### src/rtl/maze_pkg.sv
// Shared encodings for the memory-maze game controller: top-level state and
// difficulty one-hot codes, move direction bit indices, checker sub-FSM states
// and the default maze geometry.
package maze_pkg;

    localparam int unsigned MAP_W_DEF = 30;
    localparam int unsigned MAP_H_DEF = 21;

    // Bit positions inside the move pulse vector
    localparam int unsigned DIR_UP    = 0;
    localparam int unsigned DIR_DOWN  = 1;
    localparam int unsigned DIR_LEFT  = 2;
    localparam int unsigned DIR_RIGHT = 3;

    localparam logic [1:0] LIVES_INIT = 2'd3;

    typedef enum logic [3:0] {
        StMenu = 4'b0001,
        StShow = 4'b0010,
        StPlay = 4'b0100,
        StDone = 4'b1000
    } game_state_e;

    typedef enum logic [2:0] {
        DiffEasy = 3'b001,
        DiffMed  = 3'b010,
        DiffHard = 3'b100
    } difficulty_e;

    typedef enum logic [1:0] {
        ChkIdle = 2'd0,
        ChkReq  = 2'd1,
        ChkWait = 2'd2
    } chk_state_e;

    function automatic difficulty_e next_difficulty(difficulty_e d);
        case (d)
            DiffEasy: return DiffMed;
            DiffMed:  return DiffHard;
            default:  return DiffEasy;
        endcase
    endfunction

endpackage

### src/rtl/maze_game_ctrl_if.sv
// Maze ROM read port shared through an external arbiter. The controller is the
// master; the arbiter/ROM side is the slave. Data returns one cycle after the
// cycle in which map_rd_req and map_rd_gnt are both high.
interface maze_game_ctrl_if #(
    parameter int unsigned MAP_W = maze_pkg::MAP_W_DEF
);
    logic             map_rd_req;
    logic             map_rd_gnt;
    logic [4:0]       map_addr;
    logic [MAP_W-1:0] map_data;

    modport master (
        output map_rd_req,
        output map_addr,
        input  map_rd_gnt,
        input  map_data
    );

    modport slave (
        input  map_rd_req,
        input  map_addr,
        output map_rd_gnt,
        output map_data
    );
endinterface

### src/rtl/maze_move_checker.sv
// PLAY-state move validator. Turns a move pulse into a target cell, reads the
// target row from the maze ROM via the arbitrated port and reports whether the
// target cell is open, a wall, or the goal column. Moves are dropped while a
// lookup is in flight.
module maze_move_checker
    import maze_pkg::*;
#(
    parameter int unsigned MAP_W  = MAP_W_DEF,
    parameter int unsigned MAP_H  = MAP_H_DEF,
    parameter int unsigned GOAL_X = 29
) (
    input  logic                    clk,
    input  logic                    reset,
    input  logic                    enable,
    input  logic [3:0]              move,
    input  logic [4:0]              cur_x,
    input  logic [4:0]              cur_y,
    maze_game_ctrl_if.master        rom,
    output logic                    res_open,
    output logic                    res_wall,
    output logic                    res_goal,
    output logic [4:0]              target_x,
    output logic [4:0]              target_y
);

    chk_state_e st_q, st_d;
    logic [4:0] tgt_x_q, tgt_x_d;
    logic [4:0] tgt_y_q, tgt_y_d;
    logic [4:0] addr_q, addr_d;
    logic       req_q, req_d;

    // One extra bit so that stepping left/up from 0 wraps to a large value and
    // fails the range test instead of aliasing a valid cell.
    logic [5:0] nx, ny;
    logic       in_range;
    logic       in_wait;
    logic       wall_bit;

    // Candidate target cell, direction priority up > down > left > right
    always_comb begin
        nx = {1'b0, cur_x};
        ny = {1'b0, cur_y};
        if (move[DIR_UP]) begin
            ny = ny - 6'd1;
        end else if (move[DIR_DOWN]) begin
            ny = ny + 6'd1;
        end else if (move[DIR_LEFT]) begin
            nx = nx - 6'd1;
        end else if (move[DIR_RIGHT]) begin
            nx = nx + 6'd1;
        end
    end

    assign in_range = (nx < 6'(MAP_W)) && (ny < 6'(MAP_H));

    // Sub-FSM state and handshake registers
    always_ff @(posedge clk) begin
        if (reset) begin
            st_q    <= ChkIdle;
            tgt_x_q <= 5'd0;
            tgt_y_q <= 5'd0;
            addr_q  <= 5'd0;
            req_q   <= 1'b0;
        end else begin
            st_q    <= st_d;
            tgt_x_q <= tgt_x_d;
            tgt_y_q <= tgt_y_d;
            addr_q  <= addr_d;
            req_q   <= req_d;
        end
    end

    // Next state: latch target, hold request until granted, then sample data
    always_comb begin
        st_d    = st_q;
        tgt_x_d = tgt_x_q;
        tgt_y_d = tgt_y_q;
        addr_d  = addr_q;
        req_d   = req_q;
        unique case (st_q)
            ChkIdle: begin
                if (enable && (|move) && in_range) begin
                    st_d    = ChkReq;
                    tgt_x_d = nx[4:0];
                    tgt_y_d = ny[4:0];
                    addr_d  = ny[4:0];
                    req_d   = 1'b1;
                end
            end
            ChkReq: begin
                if (!enable) begin
                    st_d  = ChkIdle;
                    req_d = 1'b0;
                end else if (rom.map_rd_gnt) begin
                    st_d  = ChkWait;
                    req_d = 1'b0;
                end
            end
            ChkWait: begin
                st_d = ChkIdle;
            end
            default: begin
                st_d  = ChkIdle;
                req_d = 1'b0;
            end
        endcase
    end

    assign rom.map_rd_req = req_q;
    assign rom.map_addr   = addr_q;

    assign in_wait  = (st_q == ChkWait) && enable;
    assign wall_bit = rom.map_data[tgt_x_q];
    assign res_wall = in_wait && wall_bit;
    assign res_open = in_wait && !wall_bit;
    assign res_goal = res_open && (tgt_x_q == 5'(GOAL_X));
    assign target_x = tgt_x_q;
    assign target_y = tgt_y_q;

endmodule

### src/rtl/maze_game_ctrl.sv
// Top-level sequencer for the memory-maze game: MENU -> SHOW (timed map
// preview) -> PLAY -> DONE (win/loss). Move validation is delegated to
// maze_move_checker; this block owns position, difficulty, lives and flags.
// Optional feature macro: MAZE_LIVES_EN (three lives, wall hit respawns the
// player); when undefined any wall hit ends the game and lives reads 0.
module maze_game_ctrl
    import maze_pkg::*;
#(
    parameter int unsigned MAP_W     = MAP_W_DEF,
    parameter int unsigned MAP_H     = MAP_H_DEF,
    parameter int unsigned START_X   = 0,
    parameter int unsigned START_Y   = 11,
    parameter int unsigned GOAL_X    = 29,
    parameter int unsigned SHOW_EASY = 50_000_000,
    parameter int unsigned SHOW_MED  = 25_000_000,
    parameter int unsigned SHOW_HARD = 10_000_000
) (
    input  logic               clk,
    input  logic               reset,
    input  logic [3:0]         move,
    input  logic               start,
    input  logic               select,
    maze_game_ctrl_if.master   rom,
    output logic [4:0]         player_x,
    output logic [4:0]         player_y,
    output logic [3:0]         state,
    output logic               won,
    output logic [2:0]         difficulty,
    output logic               map_visible,
    output logic [1:0]         lives
);

    game_state_e state_q, state_d;
    difficulty_e diff_q, diff_d;
    logic        won_q, won_d;
    logic [4:0]  px_q, px_d;
    logic [4:0]  py_q, py_d;
    logic [31:0] cnt_q, cnt_d;
    logic        vis_q, vis_d;

    logic        res_open, res_wall, res_goal;
    logic [4:0]  target_x, target_y;

`ifdef MAZE_LIVES_EN
    logic [1:0]  lives_q, lives_d;
`endif

    function automatic logic [31:0] show_cycles(difficulty_e d);
        case (d)
            DiffMed:  return 32'(SHOW_MED);
            DiffHard: return 32'(SHOW_HARD);
            default:  return 32'(SHOW_EASY);
        endcase
    endfunction

    maze_move_checker #(
        .MAP_W  (MAP_W),
        .MAP_H  (MAP_H),
        .GOAL_X (GOAL_X)
    ) u_checker (
        .clk      (clk),
        .reset    (reset),
        .enable   (state_q == StPlay),
        .move     (move),
        .cur_x    (px_q),
        .cur_y    (py_q),
        .rom      (rom),
        .res_open (res_open),
        .res_wall (res_wall),
        .res_goal (res_goal),
        .target_x (target_x),
        .target_y (target_y)
    );

    // Game state and output registers
    always_ff @(posedge clk) begin
        if (reset) begin
            state_q <= StMenu;
            diff_q  <= DiffEasy;
            won_q   <= 1'b0;
            px_q    <= 5'(START_X);
            py_q    <= 5'(START_Y);
            cnt_q   <= 32'd0;
            vis_q   <= 1'b0;
`ifdef MAZE_LIVES_EN
            lives_q <= LIVES_INIT;
`endif
        end else begin
            state_q <= state_d;
            diff_q  <= diff_d;
            won_q   <= won_d;
            px_q    <= px_d;
            py_q    <= py_d;
            cnt_q   <= cnt_d;
            vis_q   <= vis_d;
`ifdef MAZE_LIVES_EN
            lives_q <= lives_d;
`endif
        end
    end

    // Top FSM next state, preview countdown and move-result handling
    always_comb begin
        state_d = state_q;
        diff_d  = diff_q;
        won_d   = won_q;
        px_d    = px_q;
        py_d    = py_q;
        cnt_d   = cnt_q;
`ifdef MAZE_LIVES_EN
        lives_d = lives_q;
`endif
        unique case (state_q)
            StMenu: begin
                if (start) begin
                    cnt_d   = show_cycles(diff_q);
                    px_d    = 5'(START_X);
                    py_d    = 5'(START_Y);
                    won_d   = 1'b0;
                    state_d = StShow;
`ifdef MAZE_LIVES_EN
                    lives_d = LIVES_INIT;
`endif
                end else if (select) begin
                    diff_d = next_difficulty(diff_q);
                end
            end
            StShow: begin
                // Counter holds the cycles left including this one
                if (start || (cnt_q <= 32'd1)) begin
                    state_d = StPlay;
                end else begin
                    cnt_d = cnt_q - 32'd1;
                end
            end
            StPlay: begin
                if (res_open) begin
                    px_d = target_x;
                    py_d = target_y;
                    if (res_goal) begin
                        won_d   = 1'b1;
                        state_d = StDone;
                    end
                end else if (res_wall) begin
`ifdef MAZE_LIVES_EN
                    if (lives_q == 2'd1) begin
                        lives_d = 2'd0;
                        won_d   = 1'b0;
                        state_d = StDone;
                    end else begin
                        lives_d = lives_q - 2'd1;
                        px_d    = 5'(START_X);
                        py_d    = 5'(START_Y);
                    end
`else
                    won_d   = 1'b0;
                    state_d = StDone;
`endif
                end
            end
            StDone: begin
                if (start) begin
                    state_d = StMenu;
                end
            end
            default: begin
                state_d = StMenu;
            end
        endcase
        vis_d = (state_d == StShow) || (state_d == StDone);
    end

    assign state       = state_q;
    assign difficulty  = diff_q;
    assign won         = won_q;
    assign player_x    = px_q;
    assign player_y    = py_q;
    assign map_visible = vis_q;
`ifdef MAZE_LIVES_EN
    assign lives       = lives_q;
`else
    assign lives       = 2'd0;
`endif

endmodule

### src/flat_wrapper.sv
// flat-port wrapper written by rule: the top's interface ports become plain ports
module maze_game_ctrl_flat import maze_pkg::*;
#(
    parameter int unsigned MAP_W     = MAP_W_DEF,
    parameter int unsigned MAP_H     = MAP_H_DEF,
    parameter int unsigned START_X   = 0,
    parameter int unsigned START_Y   = 11,
    parameter int unsigned GOAL_X    = 29,
    parameter int unsigned SHOW_EASY = 50_000_000,
    parameter int unsigned SHOW_MED  = 25_000_000,
    parameter int unsigned SHOW_HARD = 10_000_000
)
  (clk, reset, move, start, select, player_x, player_y, state, won, difficulty, map_visible, lives, rom_map_rd_req, rom_map_addr, rom_map_rd_gnt, rom_map_data);
  maze_game_ctrl_if #(.MAP_W(MAP_W)) rom_i ();
  input  logic clk;
  input  logic reset;
  input  logic [3:0] move;
  input  logic start;
  input  logic select;
  output logic [4:0] player_x;
  output logic [4:0] player_y;
  output logic [3:0] state;
  output logic won;
  output logic [2:0] difficulty;
  output logic map_visible;
  output logic [1:0] lives;
  output wire logic [$bits(rom_i.map_rd_req)-1:0] rom_map_rd_req;
  output wire logic [$bits(rom_i.map_addr)-1:0] rom_map_addr;
  input wire logic [$bits(rom_i.map_rd_gnt)-1:0] rom_map_rd_gnt;
  input wire logic [$bits(rom_i.map_data)-1:0] rom_map_data;
  assign rom_map_rd_req = rom_i.map_rd_req;
  assign rom_map_addr = rom_i.map_addr;
  assign rom_i.map_rd_gnt = rom_map_rd_gnt;
  assign rom_i.map_data = rom_map_data;
  maze_game_ctrl #(.MAP_W(MAP_W), .MAP_H(MAP_H), .START_X(START_X), .START_Y(START_Y), .GOAL_X(GOAL_X), .SHOW_EASY(SHOW_EASY), .SHOW_MED(SHOW_MED), .SHOW_HARD(SHOW_HARD)) u_core (.clk(clk), .reset(reset), .move(move), .start(start), .select(select), .rom(rom_i), .player_x(player_x), .player_y(player_y), .state(state), .won(won), .difficulty(difficulty), .map_visible(map_visible), .lives(lives));
endmodule
### config.mk
export PLATFORM = sky130hd
export DESIGN_NAME = maze_game_ctrl_flat
export DESIGN_NICKNAME = d
export VERILOG_FILES = /design/src/rtl/maze_pkg.sv /design/src/rtl/maze_game_ctrl_if.sv /design/src/rtl/maze_move_checker.sv /design/src/rtl/maze_game_ctrl.sv /design/src/flat_wrapper.sv
export SDC_FILE = /design/constraint.sdc
export NUM_CORES = 1
export LEC_CHECK = 0
export CAP_MARGIN = 10
export CORE_MARGIN = 1.5
export CORE_UTILIZATION = 40
export CTS_BUF_LIST = sky130_fd_sc_hd__clkbuf_8 sky130_fd_sc_hd__clkbuf_16
export CTS_CLUSTER_DIAMETER = 100
export DETAILED_ROUTE_END_ITERATION = 16
export GPL_TIMING_DRIVEN = 0
export PLACE_DENSITY = 0.65
export SLEW_MARGIN = 10
export SYNTH_ARGS = -nofsm -noshare
export SYNTH_HDL_FRONTEND = slang
export SYNTH_SLANG_ARGS = --single-unit
### constraint.sdc
create_clock -name clk -period 2.5 [get_ports clk]
set_input_delay 0.75 -clock clk [delete_from_list [all_inputs] [get_ports clk]]
set_output_delay 0.75 -clock clk [all_outputs]
set_load 0.05 [all_outputs]
==> results_dict.tcl, run 1 <==
set metrics [dict create \
    clkTransAtPathRegs_ps 70 \
    area_growth_pct 33.8 \
    vias_in_the_first_global_route 4007 \
    power_per_cell_area_nw_per_um2 473 \
    synthFlopType "dfxtp_1" \
    synth_seq_area_share_pct 32.0 \
    status "completed" \
    synth_async_sr_flop_share_pct 0 \
    routedWlPerCell_um 17.1 \
    report.final.slew_viol_count 0 \
    post_dp_cell_area_um2 4830 \
    track_usage_pct 23.0 \
    final.min_clock_period_ps 2480 \
    synth_top_cell_by_area "dfxtp_1" \
    grt_pass1_wl_um 19100 \
    hold_class "flop to flop" \
    synth_area_per_cell_um2 8.16 \
    max_freq_ghz 0.403 \
    crit_path_cell_trace "dlygate4sd2_1 -> clkbuf_8 -> nor3b_1 -> nor4b_1 -> a2111oi_4 -> buf_4 -> o41a_4 -> nand3_4 -> o41ai_2" \
    maxSlewHeadroom_pct 32.8 \
    utilization_pct 55.1 \
    yosys.cell_count.top_type "dfxtp_1" \
    p_total_mw 2.53 \
    timing.critical_path.required_ps 2750 \
    critPathLaunch "move[0]" \
    effective_utilization_at_floorplan_pct 41.2 \
    timing.setup.tns_ps 0 \
    place_inst 688 \
    cts_max_path_buffers 2 \
    worstSetupStartpointType "primary input" \
    grt_setup_unrepaired "yes" \
    leakagePower_nw 1.95 \
    die_h_um 103 \
    tritonroute_pass_1_iters 5 \
    synth_largest_type_area_fraction_pct 32.0 \
    placement_rows 36 \
    clock_latency_ps 350 \
    critPathMaxFanout 10 \
    grt_antenna_before_repair 0 \
    cp_top_family "compound AO/OA/AOI/OAI gates" \
    root_buf_cell "clkbuf_8" \
    finish.instance_area_um2 5360 \
    worst_hold_path.num_cells 2 \
    crit_buf_inv 3 \
    finClkSkew_ps 11.4 \
    fp.dieArea_um2 10600 \
    remaining_drc_errors 0 \
    crit_path_end_kind "flop" \
    final_min_period_over_clock_period_pct 99.2 \
    drive_gt1_share_pct 17.9 \
    mappedNetlistArea_um2 4010 \
    synth.yosys.warnings 0 \
    layout.filler_cells 936 \
    crit_slowest_cell "a2111oi_4" \
    clock_tree.htree_level_count 3 \
    core_region_area_um2 9730 \
    top_level_ports 66 \
    buffer_ports.inserted 63 \
    final_setup_vio_count 0 \
    wirelength_um 12300 \
    antenna_diode_count 0 \
    critical_path_cell_count 9 \
    drt-vias-per-instance 5.84 \
    timing.critical_path.arrival_ps 2730 \
    ys_seq_elements 64 \
    final-instance-count-excl-fill 718 \
    crit-reg2reg-launch "u_core.state[1]" \
    cp_slowest_stage_delay_ps 410 \
    route.antenna.remaining_nets 0 \
    initial_drc_count 239 \
    edff_count_synth 0 \
    post_cts_hold_buffer_count 0 \
    grt_overflow 0 \
    post_detail_place_hpwl_um 8560 \
    finalHoldViolCount 0 \
    synthesized_instance_count 491 \
    synth_commonest_cells "64 x dfxtp_1, 46 x a21oi_1, 45 x nor2_1, 38 x o21ai_0, 31 x nand2_1" \
    routability_driven_placement_congestion_ratio 0.960 \
    nets 625 \
    width_of_the_chip_um 103 \
    maxCapViolations 0 \
    min_from "u_core.cnt_q[1]" \
    cts-buffers-inserted 9 \
    irDropWorstVdd_mv 0.300 \
    critical_path_class "primary input to flop" \
    timing_worst_slew_pin_value_ps 994 \
    tritoncts "built" \
    worstRegToRegCells 7 \
    cts_num_sinks 64 \
    num_vias 4196 \
    synth_top_cells_by_area "dfxtp_1 32%, a21oi_1 5.7%, mux2i_1 5.2%" \
    yosys.cell_types.count 66 \
    largest_net_degree_at_the_start_of_global_routing 11 \
]
-- timing repair --
item,4_1_cts,5_1_grt
buffers inserted,8,6
resized for setup,41,44
setup endpoints to repair,56,56
gates cloned,0,2
pin swaps,8,5
-- final cells by class --
| cell class | instances | area [um^2] | area share [%] |
|---|---|---|---|
| clock inverters | 4 | 20.0 | 0.374 |
| well taps | 133 | 166 | 3.11 |
| repair buffers | 79 | 773 | 14.4 |
| inverters | 10 | 37.5 | 0.701 |
| clock buffers | 12 | 165 | 3.08 |
| plain buffers | 32 | 205 | 3.83 |
| multi-input cells | 384 | 2700 | 50.4 |
| flip-flops and latches | 64 | 1290 | 24.1 |
-- through the flow --
step	setup WS (ps)	hold slack, ps
6_report	19.0	473
5_1_grt	-84.3	491
4_1_cts	11.8	478
3_5_place_dp	-941	468
3_3_place_gp	-865	456
2_1_floorplan	-15.5	438
-- state kept, by name, indices dropped and copies added, names as in the netlist --
signal and cells:
u_core.cnt_q 32, u_core.player_x 5, u_core.player_y 5, u_core.u_checker.rom.map_addr 5
u_core.u_checker.target_x 5, u_core.state 4, u_core.difficulty 3, u_core.u_checker.st_q 2
u_core.map_visible 1, u_core.u_checker.rom.map_rd_req 1, u_core.won 1
-- worst reg2reg max path: stages, from the launching register on --
cell and delay, ps:
dfxtp_2 360, or4b_4 600, a211o_1 290, a2111oi_4 320
buf_4 190, o41a_4 190, nand3_4 130, o41ai_2 290
-- layout by cell type, fill, tap and decap left out, drive strengths merged, types with 7 or more instances in the layout --
master / Yosys / routed
nor3b: 7 / 7
or4: 12 / 12
a31oi: 10 / 10
a211oi: 9 / 9
clkdlybuf4s50: 0 / 48
dlymetal6s2s: 0 / 11
clkbuf: 26 / 34
or2: 7 / 7
o21ai: 39 / 39
nor3: 22 / 22
nand2: 31 / 31
xnor2: 8 / 8
a21oi: 46 / 46
o31ai: 15 / 15
nor2: 45 / 45
dfxtp: 64 / 64
buf: 8 / 27
nand3: 13 / 13
inv: 9 / 11
or3: 12 / 12
mux2i: 21 / 21
-- power by group --
group          total, mW  switching [mW]  internal (mW)  leakage, nW
registers           1.11          0.0476           1.06        0.522
logic              0.597           0.338          0.259         1.32
clock network      0.827           0.395          0.432        0.101
-- layer usage --
layer  vias up  global-route usage, %  wire length, um
li1       2026                      -                -
met1      1988                   27.8             5290
met2       144                   38.8             5940
met3        38                   5.29              671
met4         0                   11.0              406
met5         -                      0                0
-- final timing paths --
check / slack [ps] / endpoint
setup / recovery: 20 / u_core.u_checker.rom.map_addr[1]
hold / removal: 470 / u_core.cnt_q[1]
setup reg to reg: 30 / u_core.u_checker.rom.map_addr[1]
hold reg to reg: 470 / u_core.cnt_q[1]
-- cell families (layout without fill, tap and decap cells) --
group | Yosys count | count (layout) | share of synthesized area, %
simple gates | 192 | 192 | 27.0
other cells | 1 | 2 | 0.0936
buf+inv | 44 | 137 | 4.62
flops | 64 | 64 | 32.0
mux | 24 | 24 | 6.94
xor+xnor | 9 | 9 | 1.97
compound gates | 151 | 151 | 25.5
fa+ha+maj | 6 | 6 | 1.87
No activity file was read; power rests on OpenSTA's default activity.
==> run 2: changes to the inputs <==
Settings changed: SLEW_MARGIN 10 to 15.
==> results of run 2 <==
Final layout, timing and power as in run 1 (identical DEF).
